File: src/rtl/tmr_recovery_controller.sv
// Recovery sequencer for one faulty core of the TMR MiV system: isolate, reset, resync, verify.
// Optional software trigger (sw_req/sw_core_sel) is enabled by defining TMR_RECOVERY_SW_TRIGGER_EN.
module tmr_recovery_controller #(
    parameter int MASK_CYCLES    = 8,
    parameter int RESET_CYCLES   = 32,
    parameter int RESYNC_TIMEOUT = 4096,
    parameter int VERIFY_CYCLES  = 1024,
    parameter int MAX_RETRIES    = 3,
    parameter int TIMER_W        = 16
) (
    input  logic       clk,
    input  logic       rst_n,
    input  logic [2:0] core_faulty,
    input  logic [2:0] fault_now,
    input  logic [2:0] resync_done,
`ifdef TMR_RECOVERY_SW_TRIGGER_EN
    input  logic       sw_req,
    input  logic [1:0] sw_core_sel,
`endif
    output logic [2:0] vote_mask,
    output logic [2:0] core_rst_n,
    output logic       mon_clear,
    output logic       busy,
    output logic       tmr_fatal,
    output logic [1:0] active_core,
    output logic [2:0] state,
    output logic [7:0] recovery_cnt
);

    // state      | meaning
    // IDLE       | waiting for a single-core fault
    // ISOLATE    | core masked out of the voters before reset
    // RESET_HOLD | core reset asserted
    // RESYNC     | core released, waiting for resync_done
    // VERIFY     | core back in the vote, must stay fault-free
    // FATAL      | TMR lost; sticky until rst_n
    typedef enum logic [2:0] {
        S_IDLE       = 3'd0,
        S_ISOLATE    = 3'd1,
        S_RESET_HOLD = 3'd2,
        S_RESYNC     = 3'd3,
        S_VERIFY     = 3'd4,
        S_FATAL      = 3'd7
    } state_t;

    state_t             state_q, state_nx;
    logic [TIMER_W-1:0] timer;
    logic [7:0]         retries_q, retries_nx;
    logic [1:0]         active_nx;
    logic [7:0]         cnt_nx;
    logic [2:0]         active_oh, nx_oh, flags;
    logic [1:0]         pop;
    logic               fail, other_fault, own_fault, ignore_win;

    assign state       = state_q;
    assign active_oh   = 3'b001 << active_core;
    assign nx_oh       = 3'b001 << active_nx;
    assign flags       = core_faulty | fault_now;
    assign other_fault = |(flags & ~active_oh);
    assign own_fault   = |(flags & active_oh);
    assign pop         = {1'b0, core_faulty[0]} + {1'b0, core_faulty[1]} + {1'b0, core_faulty[2]};
    // The monitor needs two cycles to honour mon_clear, so its flags are stale until then.
    assign ignore_win  = (timer < TIMER_W'(2));

    always_comb begin
        state_nx   = state_q;
        active_nx  = active_core;
        retries_nx = retries_q;
        cnt_nx     = recovery_cnt;
        fail       = 1'b0;
        case (state_q)
            S_IDLE: begin
                if (pop >= 2'd2) begin
                    state_nx = S_FATAL;
                end else if (pop == 2'd1) begin
                    state_nx   = S_ISOLATE;
                    active_nx  = core_faulty[2] ? 2'd2 : (core_faulty[1] ? 2'd1 : 2'd0);
                    retries_nx = '0;
                end
`ifdef TMR_RECOVERY_SW_TRIGGER_EN
                else if (sw_req && sw_core_sel != 2'd3) begin
                    state_nx   = S_ISOLATE;
                    active_nx  = sw_core_sel;
                    retries_nx = '0;
                end
`endif
            end
            S_ISOLATE: begin
                if (other_fault)                                  state_nx = S_FATAL;
                else if (timer == TIMER_W'(MASK_CYCLES - 1))      state_nx = S_RESET_HOLD;
            end
            S_RESET_HOLD: begin
                if (other_fault)                                  state_nx = S_FATAL;
                else if (timer == TIMER_W'(RESET_CYCLES - 1))     state_nx = S_RESYNC;
            end
            S_RESYNC: begin
                if (other_fault)                                  state_nx = S_FATAL;
                else if (|(resync_done & active_oh))              state_nx = S_VERIFY;
                else if (timer == TIMER_W'(RESYNC_TIMEOUT - 1))   fail     = 1'b1;
            end
            S_VERIFY: begin
                if (!ignore_win && other_fault) begin
                    state_nx = S_FATAL;
                end else if (!ignore_win && own_fault) begin
                    fail = 1'b1;
                end else if (timer == TIMER_W'(VERIFY_CYCLES - 1)) begin
                    state_nx  = S_IDLE;
                    active_nx = 2'd3;
                    cnt_nx    = (recovery_cnt == 8'hFF) ? 8'hFF : recovery_cnt + 8'd1;
                end
            end
            S_FATAL:  state_nx = S_FATAL;
            default:  state_nx = S_IDLE;
        endcase
        if (fail) begin
            retries_nx = retries_q + 8'd1;
            state_nx   = (retries_nx < 8'(MAX_RETRIES)) ? S_ISOLATE : S_FATAL;
        end
        if (state_nx == S_FATAL) active_nx = 2'd3;
    end

    always_ff @(posedge clk or negedge rst_n) begin
        if (!rst_n) begin
            state_q      <= S_IDLE;
            timer        <= '0;
            retries_q    <= '0;
            active_core  <= 2'd3;
            recovery_cnt <= '0;
            vote_mask    <= 3'b000;
            core_rst_n   <= 3'b111;
            mon_clear    <= 1'b0;
            busy         <= 1'b0;
            tmr_fatal    <= 1'b0;
        end else begin
            state_q      <= state_nx;
            retries_q    <= retries_nx;
            active_core  <= active_nx;
            recovery_cnt <= cnt_nx;
            if (state_nx != state_q || state_nx == S_IDLE || state_nx == S_FATAL)
                timer <= '0;
            else
                timer <= timer + 1'b1;
            // Outputs are decoded from the next state so they change with the state register.
            vote_mask  <= (state_nx == S_ISOLATE || state_nx == S_RESET_HOLD || state_nx == S_RESYNC)
                          ? nx_oh : 3'b000;
            core_rst_n <= (state_nx == S_RESET_HOLD) ? ~nx_oh : 3'b111;
            mon_clear  <= (state_nx == S_VERIFY) && (state_q != S_VERIFY);
            busy       <= (state_nx != S_IDLE) && (state_nx != S_FATAL);
            tmr_fatal  <= (state_nx == S_FATAL);
        end
    end

endmodule

File: config.mk
export PLATFORM = sky130hd
export DESIGN_NAME = tmr_recovery_controller
export DESIGN_NICKNAME = d
export VERILOG_FILES = /design/src/rtl/tmr_recovery_controller.sv
export SDC_FILE = /design/constraint.sdc
export NUM_CORES = 1
export LEC_CHECK = 0
export CAP_MARGIN = 20
export CELL_PAD_IN_SITES_DETAIL_PLACEMENT = 1
export CELL_PAD_IN_SITES_GLOBAL_PLACEMENT = 2
export CORE_MARGIN = 1
export CORE_UTILIZATION = 38
export DETAILED_ROUTE_END_ITERATION = 7
export GPL_ROUTABILITY_DRIVEN = 0
export PLACE_DENSITY_LB_ADDON = 0.1
export SYNTH_ARGS = -nofsm -noshare
export SYNTH_HDL_FRONTEND = slang
export SYNTH_SLANG_ARGS = --single-unit
File: constraint.sdc
create_clock -name clk -period 7 [get_ports clk]
set_input_delay 0.7 -clock clk [delete_from_list [all_inputs] [get_ports clk]]
set_output_delay 0.7 -clock clk [all_outputs]
set_load 0.01 [all_outputs]
==> summary.txt, run 1 <==
Status - finished clean
All-layer global routing usage - 20.16%
Num rows - 31
CTS hold repair buffers - 0
Worst-skew pair later-pin latency - 0.31 ns
DRC viols - 0
Post-synthesis register bit count - 46
Area of the multi-input gates - 0.001658 mm²
Postcts setup bufs - 0
Clk slew on worst S/H paths - 0.09 ns
Number of synthesized flops with an enable pin - 0
RSZ-0062 raised after global routing - no
Max-cap viol count - 0
Final-report hold violation count - 0
Sequential share of the synthesized area - 39.05%
Relative slew slack - 36.06%
CP Max Fanout - 22
Ratio of cells with drive above 1 in the final layout - 13.79%
Final Cycle Share - 56.40%
N_diodes - 0
Initial antenna violation count - 0
First-pass GRT wire length - 13.23 mm
Die height - 90.32 µm
H-tree depth - 2
Tot Pwr - 1.015 mW
DIE AREA - 0.008158 mm²
FILL cells - 864
GRT Max-Usage Layer - met2
Pre-antenna DRT Iters - 4
HP Class - in -> async
TritonCTS clock tree - yes
Synth Warn # - 0
Initial drt markers - 96
Crit path DAT - 4.16 ns
Final setup viols - 0
Root buffer cell - clkbuf_8
Pwr per Cell Area - 293.5 mW/mm²
Grt ovf - 0
Post-CTS Resized - 0
Final ANT Viol Nets - 0
Area grow syn2layout - 16.63%
Hpwl dp - 5.418 mm
Peak Freq - 253.3 MHz
Ys flop type - dfrtp_1
Tmin final - 3.948 ns
Fin nets - 363
Syn_area_per_cell - 9.263 µm²
Final Max Slew Viols - 0
Post-synth net total - 336
Num ports - 33
Ys async rst share - 100.0%
Die Wd - 90.32 µm
Placeable Area - 0.007408 mm²
Netlist Area Pre-Place - 0.002964 mm²
Data required time at the worst endpoint - 7.21 ns
Number of port buffers - 32
Crit path kind - in -> reg
GR Util met3 - 2.694%
Routed wire length - 7.519 mm
Largest net degree at the start of global routing - 47
Met1 GRT Util - 28.11%
Critical Path Start Type - input port
Maximum clock path buffer count - 2
Clock Skew - 0.006733 ns
Leak - 1.344 nW
Measured slew at the worst slew-check pin - 0.9504 ns
Count of cell types in the netlist - 64
TNS Setup - 0 ns
Clk sink count - 46
Vias - 2,533
Met2 global-route usage - 32.57%
Sequential Area - 0.001157 mm²
Post-DR vias/cell - 5.667
Critical Path Sink Type - flip-flop
Starting density of the core - 40.01%
Vias in the first global route - 2,584
Average wire per standard cell - 16.82 µm
IR drop worst, VDD - 0.1287 mV
Total CTS buffers - 5
Cell count after synthesis - 320
## synth_stat cells (3+ instances only)
| library cell | n | area (µm²) |
|---|---|---|
| a21oi_1 | 10 | 50.05 |
| a31oi_1 | 5 | 31.28 |
| and2_1 | 4 | 25.02 |
| and3_1 | 5 | 31.28 |
| buf_6 | 3 | 33.78 |
| clkbuf_1 | 5 | 18.77 |
| dfrtp_1 | 41 | 1026 |
| dfstp_2 | 5 | 131.4 |
| ha_1 | 4 | 50.05 |
| inv_1 | 8 | 30.03 |
| mux2_2 | 3 | 33.78 |
| nand2_1 | 26 | 97.59 |
| nand2b_1 | 3 | 18.77 |
| nand3_1 | 16 | 80.08 |
| nand3b_1 | 3 | 22.52 |
| nand4_1 | 14 | 87.58 |
| nor2_1 | 26 | 97.59 |
| nor3_1 | 13 | 65.06 |
| nor4_1 | 4 | 25.02 |
| o21ai_0 | 18 | 90.09 |
| o31ai_1 | 10 | 75.07 |
| o31ai_2 | 9 | 112.6 |
| or2_2 | 3 | 18.77 |
| or3_1 | 18 | 112.6 |
| xnor2_1 | 8 | 70.07 |
| xor2_1 | 7 | 61.31 |
## power by group
part / internal, mW / switching, mW
logic: 0.153 / 0.270
clock network: 0.143 / 0.101
registers: 0.299 / 0.0480
total: 0.595 / 0.419
## metrics by stage
stage	setup WS (ns)	utilization (%)	hold WS, ns	cell area, µm²	cells
6_report	3.052	46.66	0.2609	3457	447
5_1_grt	2.765	46.66	0.2779	3457	447
4_1_cts	3.094	46.39	0.5284	3437	446
3_5_place_dp	2.780	44.54	0.5192	3299	438
3_3_place_gp	2.868	44.44	0.5115	3292	437
2_1_floorplan	4.206	-	0.4044	2964	320
## cells by family (layout without fill, tap and decap cells)
| kind of cell | Yosys count | in the layout | share of synthesized area [%] |
|---|---|---|---|
| XOR/XNOR | 15 | 15 | 4.432 |
| buffers and inverters | 23 | 51 | 5.023 |
| flip-flops | 46 | 46 | 39.05 |
| AO/OA/AOI/OAI | 70 | 70 | 17.81 |
| multiplexers | 5 | 5 | 1.815 |
| adder cells (fa/ha/maj) | 5 | 5 | 2.364 |
| AND/OR/NAND/NOR | 156 | 156 | 29.51 |
## cell usage in the layout, fill, tap and decap left out, types with 3 or more instances in the layout
cell type / count
mux2_2: 3
ha_1: 4
a31oi_1: 5
and3_1: 5
nor4_1: 4
nand3b_1: 3
a21oi_1: 10
xnor2_1: 8
dfrtp_1: 41
clkbuf_8: 5
dfstp_2: 5
nand3_1: 16
and2_1: 4
inv_1: 8
nand2_1: 26
o31ai_2: 9
xor2_1: 7
o31ai_1: 10
or2_2: 3
nor3_1: 13
nand2b_1: 3
nor2_1: 26
or3_1: 18
o21ai_0: 18
nand4_1: 14
clkdlybuf4s50_1: 31
## routing by layer
layer | wire length [µm] | up-vias
li1 | - | 1233
met1 | 3799 | 1255
met2 | 3452 | 36
met3 | 164 | 9
met4 | 102 | 0
met5 | 0 | -
## layout make-up
type	instances	share of cell area [%]
inverters	8	0.8686
clock inverters	3	1.991
multi-input cells	251	47.96
well taps	99	3.583
repair buffers	35	10.13
clock buffers	5	1.991
flip-flops and latches	46	33.48
## state kept, by name, summed over array words and instances, names as in the netlist
| name | flops |
|---|---|
| active_core | 2 |
| busy | 1 |
| core_rst_n | 3 |
| mon_clear | 1 |
| recovery_cnt | 8 |
| retries_q | 8 |
| state | 3 |
| timer | 16 |
| tmr_fatal | 1 |
| vote_mask | 3 |
## worst paths after layout
kind	start	endpoint	slack, ns	cells after the start
min in group clk	recovery_cnt[0]	recovery_cnt[0]	0.52	1
min reg2reg	recovery_cnt[0]	recovery_cnt[0]	0.52	1
max reg2reg	timer[2]	active_core[1]	3.19	7
max in group asynchronous	rst_n	retries_q[1]	6.25	2
min	rst_n	recovery_cnt[7]	0.26	1
max	core_faulty[1]	active_core[1]	3.05	8
## critical path: stages
cell and delay (ns):
clkdlybuf4s50_1 0.58, or2_2 0.16, a21boi_0 0.19, nor2_2 0.25
a21o_1 0.54, nand4_1 0.87, o21ai_0 0.71, nand4_1 0.15
Power figures use the tool's default switching activity.
==> inputs of run 2 (changes only) <==
CORE_UTILIZATION = 32   (was 38)
clock period = 3.6 ns   (was 7 ns; I/O delays follow)
==> summary.txt, run 2 (synthesized netlist as in run 1, its figures left out) <==
Status - finished clean (unchanged)
All-layer global routing usage - 17.50% (was 20.16%)
Die Wd - 98.25 µm (was 90.32 µm)
Largest net degree at the start of global routing - 47 (unchanged)
Crit path DAT - 3.36 ns (was 4.16 ns)
Initial drt markers - 61 (was 96)
Place WS - 0.3261 ns (was 2.780 ns)
Hpwl dp - 5.703 mm (was 5.418 mm)
Number of port buffers - 32 (unchanged)
TNS Setup - 0 ns (unchanged)
Root buffer cell - clkbuf_8 (unchanged)
Most common cell after layout, fill and taps aside - dfrtp_1 (unchanged)
H-tree depth - 2 (unchanged)
DRC viols - 0 (unchanged)
TritonCTS clock tree - yes (unchanged)
Initial antenna violation count - 0 (unchanged)
Clk sink count - 46 (unchanged)
Starting density of the core - 33.50% (was 40.01%)
Vias - 2,559 (was 2,533)
Crit path kind - reg -> reg (was in -> reg)
Total CTS buffers - 5 (unchanged)
Clock group share of total power - 23.2% (was 24.1%)
Final Max Slew Viols - 0 (unchanged)
Relative slew slack - 26.04% (was 36.06%)
Switching share of power - 40.85% (was 41.34%)
CP Max Fanout - 16 (was 22)
Clk slew on worst S/H paths - 0.10 ns (was 0.09 ns)
Clock Skew - 0.01366 ns (was 0.006733 ns)
Metal2 WL - 3.657 mm (was 3.452 mm)
RSZ-0062 raised after global routing - no (unchanged)
DIE AREA - 0.009652 mm² (was 0.008158 mm²)
Area grow syn2layout - 18.11% (was 16.63%)
Critical Path Start Type - flip-flop (was input port)
Num rows - 34 (was 31)
CTS hold repair buffers - 0 (unchanged)
HP Class - in -> async (unchanged)
Final-report hold violation count - 0 (unchanged)
Final ANT Viol Nets - 0 (unchanged)
Largest register FFs - 16 (unchanged)
Num ports - 33 (unchanged)
Worst reg-to-reg path cell count - 7 (unchanged)
Pwr per Cell Area - 581.4 mW/mm² (was 293.5 mW/mm²)
Placeable Area - 0.008848 mm² (was 0.007408 mm²)
Worst-skew pair later-pin latency - 0.31 ns (about the same)
Final WS setup - 0.4565 ns (was 3.052 ns)
Routed wire length - 7.864 mm (was 7.519 mm)
Int Power - 1.204 mW (was 0.5952 mW)
Average wire per standard cell - 17.02 µm (was 16.82 µm)
Final setup viols - 0 (unchanged)
Maximum clock path buffer count - 2 (unchanged)
Post-DR vias/cell - 5.539 (was 5.667)
Flop pwr share - 30.7% (was 34.2%)
Post-CTS Resized - 0 (unchanged)
N_diodes - 0 (unchanged)
First-pass GRT wire length - 13.49 mm (was 13.23 mm)
Logic pwr share - 46.1% (was 41.8%)
Leak - 1.368 nW (was 1.344 nW)
Fin nets - 369 (was 363)
Ratio of cells with drive above 1 in the final layout - 15.25% (was 13.79%)
Pre-antenna DRT Iters - 6 (was 4)
Psw - 0.8315 mW (was 0.4195 mW)
Die height - 98.25 µm (was 90.32 µm)
Data required time at the worst endpoint - 3.82 ns (was 7.21 ns)
Critical Path Sink Type - flip-flop (unchanged)
Met3 wire length - 226 µm (was 164 µm)
Highest routing layer actually used - met4 (unchanged)
Metal-1 WL - 3.858 mm (was 3.799 mm)
IR drop worst, VDD - 0.1983 mV (was 0.1287 mV)
Tmin final - 3.144 ns
Vias in the first global route - 2,604 (was 2,584)
Max-cap viol count - 0 (unchanged)
Grt ovf - 0 (unchanged)
Final Cycle Share - 87.32%
Most flops, register - timer (unchanged)
Peak Freq - 318.1 MHz
Commonest cells after routing, fill and taps aside - dfrtp_1, clkdlybuf4s50_1, nor2_1, nand2_1 (unchanged)
Postcts setup bufs - 0 (unchanged)
Largest regs - timer x16, recovery_cnt x8, retries_q x8 (unchanged)
Measured slew at the worst slew-check pin - 1.099 ns (was 0.9504 ns)
-- run 2: cell count changes in the layout (fill, tap and decap cells not counted), sizes merged --
cell	previous run	this run
buf	4	10
-- run 2: critical path: stages (launching register included) --
cell and delay [ns]:
dfstp_2 0.63, mux2i_1 0.27, o211ai_1 0.17, or4_4 0.58, a2111oi_2 0.49, a22o_2 0.25, nand4b_4 0.32, o31ai_1 0.34
-- run 2: final cells by class --
class	instances	area, µm²
Timing Repair Buffer	41	382.9
Multi-Input combinational cell	251	1658
Sequential cell	46	1157
Inverter	8	30.03
Tap cell	108	135.1
Fill cell	1033	5348
Clock buffer	5	68.82
Clock inverter	3	68.82
-- run 2: final timing paths --
check,from,to,slack (ns)
hold / removal,rst_n,recovery_cnt[7],0.12
min in group clk,recovery_cnt[0],recovery_cnt[0],0.52
setup / recovery,active_core[1],timer[3],0.46
max in group asynchronous,rst_n,timer[14],3.05
hold reg to reg,recovery_cnt[0],recovery_cnt[0],0.52
setup reg to reg,active_core[1],timer[3],0.46
-- run 2: per-layer routing --
layer  track usage [%]  vias to the layer above
li1                  -                     1245
met1             23.69                     1262
met2             28.98                       43
met3             2.649                        9
met4             5.052                        0
met5                 0                        -
-- run 2: power groups by stage --
stage	Combinational (mW)	Sequential, mW	Clock [mW]
after global placement	0.939	0.636	0
after detailed placement	0.943	0.637	0
final	0.939	0.625	0.472
after CTS	0.951	0.627	0.485
after floorplan	0.593	0.649	0
after global routing	1.04	0.638	0.504
-- run 2: per-stage QoR --
step                      util, %  cell area, µm²  power (mW)  hold slack (ns)  std cells
after global routing        39.56            3501       2.178           0.1807        462
after CTS                   39.56            3501       2.063           0.1571        462
final                       39.56            3501       2.035           0.1211        462
after detailed placement    38.01            3363       1.580           0.4967        454
after floorplan                 -            2964       1.242          0.06441        320
after global placement      38.01            3363       1.574           0.4993        454
==> inputs of run 3 (changes only) <==
CORE_UTILIZATION = 35   (was 32)
clock period = 3.2 ns   (was 3.6 ns; I/O delays follow)
==> summary.txt, run 3 (synthesized netlist as in run 1, its figures left out) <==
Status - finished clean (unchanged)
Final setup viols - 0 (unchanged)
Final instance count without filler cells - 469 (was 462)
Commonest cells after routing, fill and taps aside - dfrtp_1, clkdlybuf4s50_1, nor2_1, nand2_1 (unchanged)
Worst reg-to-reg path cell count - 8 (was 7)
RSZ-0062 raised after global routing - no (unchanged)
Cell Count Post-Placement - 459 (was 454)
DIE AREA - 0.008841 mm² (was 0.009652 mm²)
Vias - 2,604 (was 2,559)
Metal2 WL - 3.866 mm (was 3.657 mm)
Measured slew at the worst slew-check pin - 0.8370 ns (was 1.099 ns)
Clock Skew - 0.005672 ns (was 0.01366 ns)
Final Cycle Share - 93.45% (was 87.32%)
Relative slew slack - 43.68% (was 26.04%)
Num ports - 33 (unchanged)
Crit path DAT - 3.20 ns (was 3.36 ns)
Crit-path max cell delay - 0.61 ns (was 0.63 ns)
Final ANT Viol Nets - 0 (unchanged)
Critical Path Start Type - flip-flop (unchanged)
Vias in the first global route - 2,634 (was 2,604)
Initial antenna violation count - 0 (unchanged)
Metal-1 WL - 3.875 mm (was 3.858 mm)
Routed wire length - 8.016 mm (was 7.864 mm)
Final WS setup - 0.2096 ns (was 0.4565 ns)
Most common cell after layout, fill and taps aside - dfrtp_1 (unchanged)
Leak - 1.411 nW (was 1.368 nW)
DRC viols - 0 (unchanged)
Ratio of cells with drive above 1 in the final layout - 17.31% (was 15.25%)
Worst-skew pair later-pin latency - 0.30 ns (was 0.31 ns)
N_diodes - 0 (unchanged)
Tmin final - 2.990 ns (was 3.144 ns)
Highest routing layer actually used - met4 (unchanged)
Initial drt markers - 75 (was 61)
Area grow syn2layout - 20.05% (was 18.11%)
Critical Path Sink Type - flip-flop (unchanged)
Crit path kind - reg -> reg (unchanged)
CP max-delay cell - dfstp_2 (unchanged)
Hpwl dp - 6.029 mm (was 5.703 mm)
TritonCTS clock tree - yes (unchanged)
Post-DR vias/cell - 5.552 (was 5.539)
Maximum clock path buffer count - 2 (unchanged)
Average wire per standard cell - 17.09 µm (was 17.02 µm)
Met3 wire length - 199 µm (was 226 µm)
Clk slew on worst S/H paths - 0.09 ns (was 0.10 ns)
Number of port buffers - 32 (unchanged)
Critical R2R Capture - timer[5] (was timer[3])
Root buffer cell - clkbuf_8 (unchanged)
Starting density of the core - 36.07% (was 33.50%)
Max-cap viol count - 0 (unchanged)
CP Max Fanout - 16 (unchanged)
Num rows - 33 (was 34)
Clk sink count - 46 (unchanged)
CTS hold repair buffers - 0 (unchanged)
Final Max Slew Viols - 0 (unchanged)
Die Wd - 94.03 µm (was 98.25 µm)
Tot Pwr - 2.185 mW (was 2.035 mW)
Final-report hold violation count - 0 (unchanged)
Post-CTS Resized - 0 (unchanged)
Largest regs - timer x16, recovery_cnt x8, retries_q x8 (unchanged)
Place WS - -0.03431 ns (was 0.3261 ns)
Reg2reg start - active_core[1] (unchanged)
Data required time at the worst endpoint - 3.41 ns (was 3.82 ns)
Peak Freq - 334.4 MHz (was 318.1 MHz)
Fin nets - 379 (was 369)
Die height - 94.03 µm (was 98.25 µm)
H-tree depth - 2 (unchanged)
Largest net degree at the start of global routing - 47 (unchanged)
Total CTS buffers - 5 (unchanged)
Grt ovf - 0 (unchanged)
All-layer global routing usage - 20.01% (was 17.50%)
IR drop worst, VDD - 0.2689 mV (was 0.1983 mV)
Critical path cell sequence - mux2i_1 > o211ai_1 > or4_4 > a2111oi_2 > a22o_2 > nand4b_4 > buf_12 > o31ai_1 (was mux2i_1 > o211ai_1 > or4_4 > a2111oi_2 > a22o_2 > nand4b_4 > o31ai_1)
Largest register FFs - 16 (unchanged)
Reg2Reg Setup Slack - 0.21 ns (was 0.46 ns)
Most flops, register - timer (unchanged)
Placeable Area - 0.008217 mm² (was 0.008848 mm²)
Pre-antenna DRT Iters - 4 (was 6)
First-pass GRT wire length - 13.66 mm (was 13.49 mm)
HP Class - in -> async (unchanged)
Pwr per Cell Area - 614.0 mW/mm² (was 581.4 mW/mm²)
==> run 3: cell count changes in the layout (fill, tap and decap cells not counted) <==
cell | previous run | this run
buf_4 | 9 | 17
clkinv_4 | 1 | 0
clkbuf_8 | 5 | 6
clkbuf_1 | 0 | 1
clkinv_2 | 0 | 1
bufinv_16 | 2 | 0
buf_12 | 0 | 1
buf_16 | 0 | 1
==> run 3: per-stage QoR <==
step           setup TNS [ns]  util (%)  hold slack [ns]  area (µm²)
2_1_floorplan               0         -          0.02441        2964
6_report                    0     43.31          0.01142        3558
3_5_place_dp          -0.1257     41.62           0.5181        3420
4_1_cts                     0     42.73           0.2478        3511
3_3_place_gp                0     41.62           0.5081        3420
5_1_grt                     0     43.31          0.04413        3558
==> run 3: area by class of cell <==
type,count,area [µm²]
inverters,8,30.03
well taps,105,131.4
repair buffers,51,490.5
clock inverters,1,5.005
clock buffers,7,86.33
flip-flops and latches,46,1157
fillers,976,4658
multi-input cells,251,1658
==> run 3: worst max-delay path by stage <==
stage,slack [ns],cells after the start,to,from
2_1_floorplan,0.41,8,mon_clear,active_core[1]
3_3_place_gp,0.01,9,timer[3],core_faulty[2]
3_5_place_dp,-0.03,9,timer[15],core_faulty[2]
4_1_cts,0.04,7,timer[5],active_core[1]
5_1_grt,0.08,8,timer[15],active_core[1]
6_report,0.21,8,timer[5],active_core[1]
==> run 3: power breakdown <==
group	total [mW]	switching (mW)	internal [mW]	leakage (nW)
registers	0.703	0.0493	0.654	0.613
clock network	0.380	0.205	0.175	0.0482
logic	1.10	0.672	0.430	0.750
total	2.18	0.926	1.26	1.41
==> run 3: critical path, delay by kind of cell, from the launching register on <==
family | cells | cell delay, ns
DFF | 1 | 0.61
AOI/OAI and AO/OA | 4 | 1.14
and+or+nand+nor | 2 | 0.68
muxes | 1 | 0.28
buffers and inverters | 1 | 0.17
==> run 3: layer usage <==
layer | vias to the layer above | GRT usage (%)
li1 | 1269 | -
met1 | 1297 | 26.72
met2 | 32 | 33.82
met3 | 6 | 3.398
met4 | 0 | 4.231
met5 | - | 0
==> run 3: what timing repair did <==
action / CTS / global route
setup endpoints to repair: 0 / 11
setup buffers: 0 / 1
hold endpoints to repair: 0 / 0
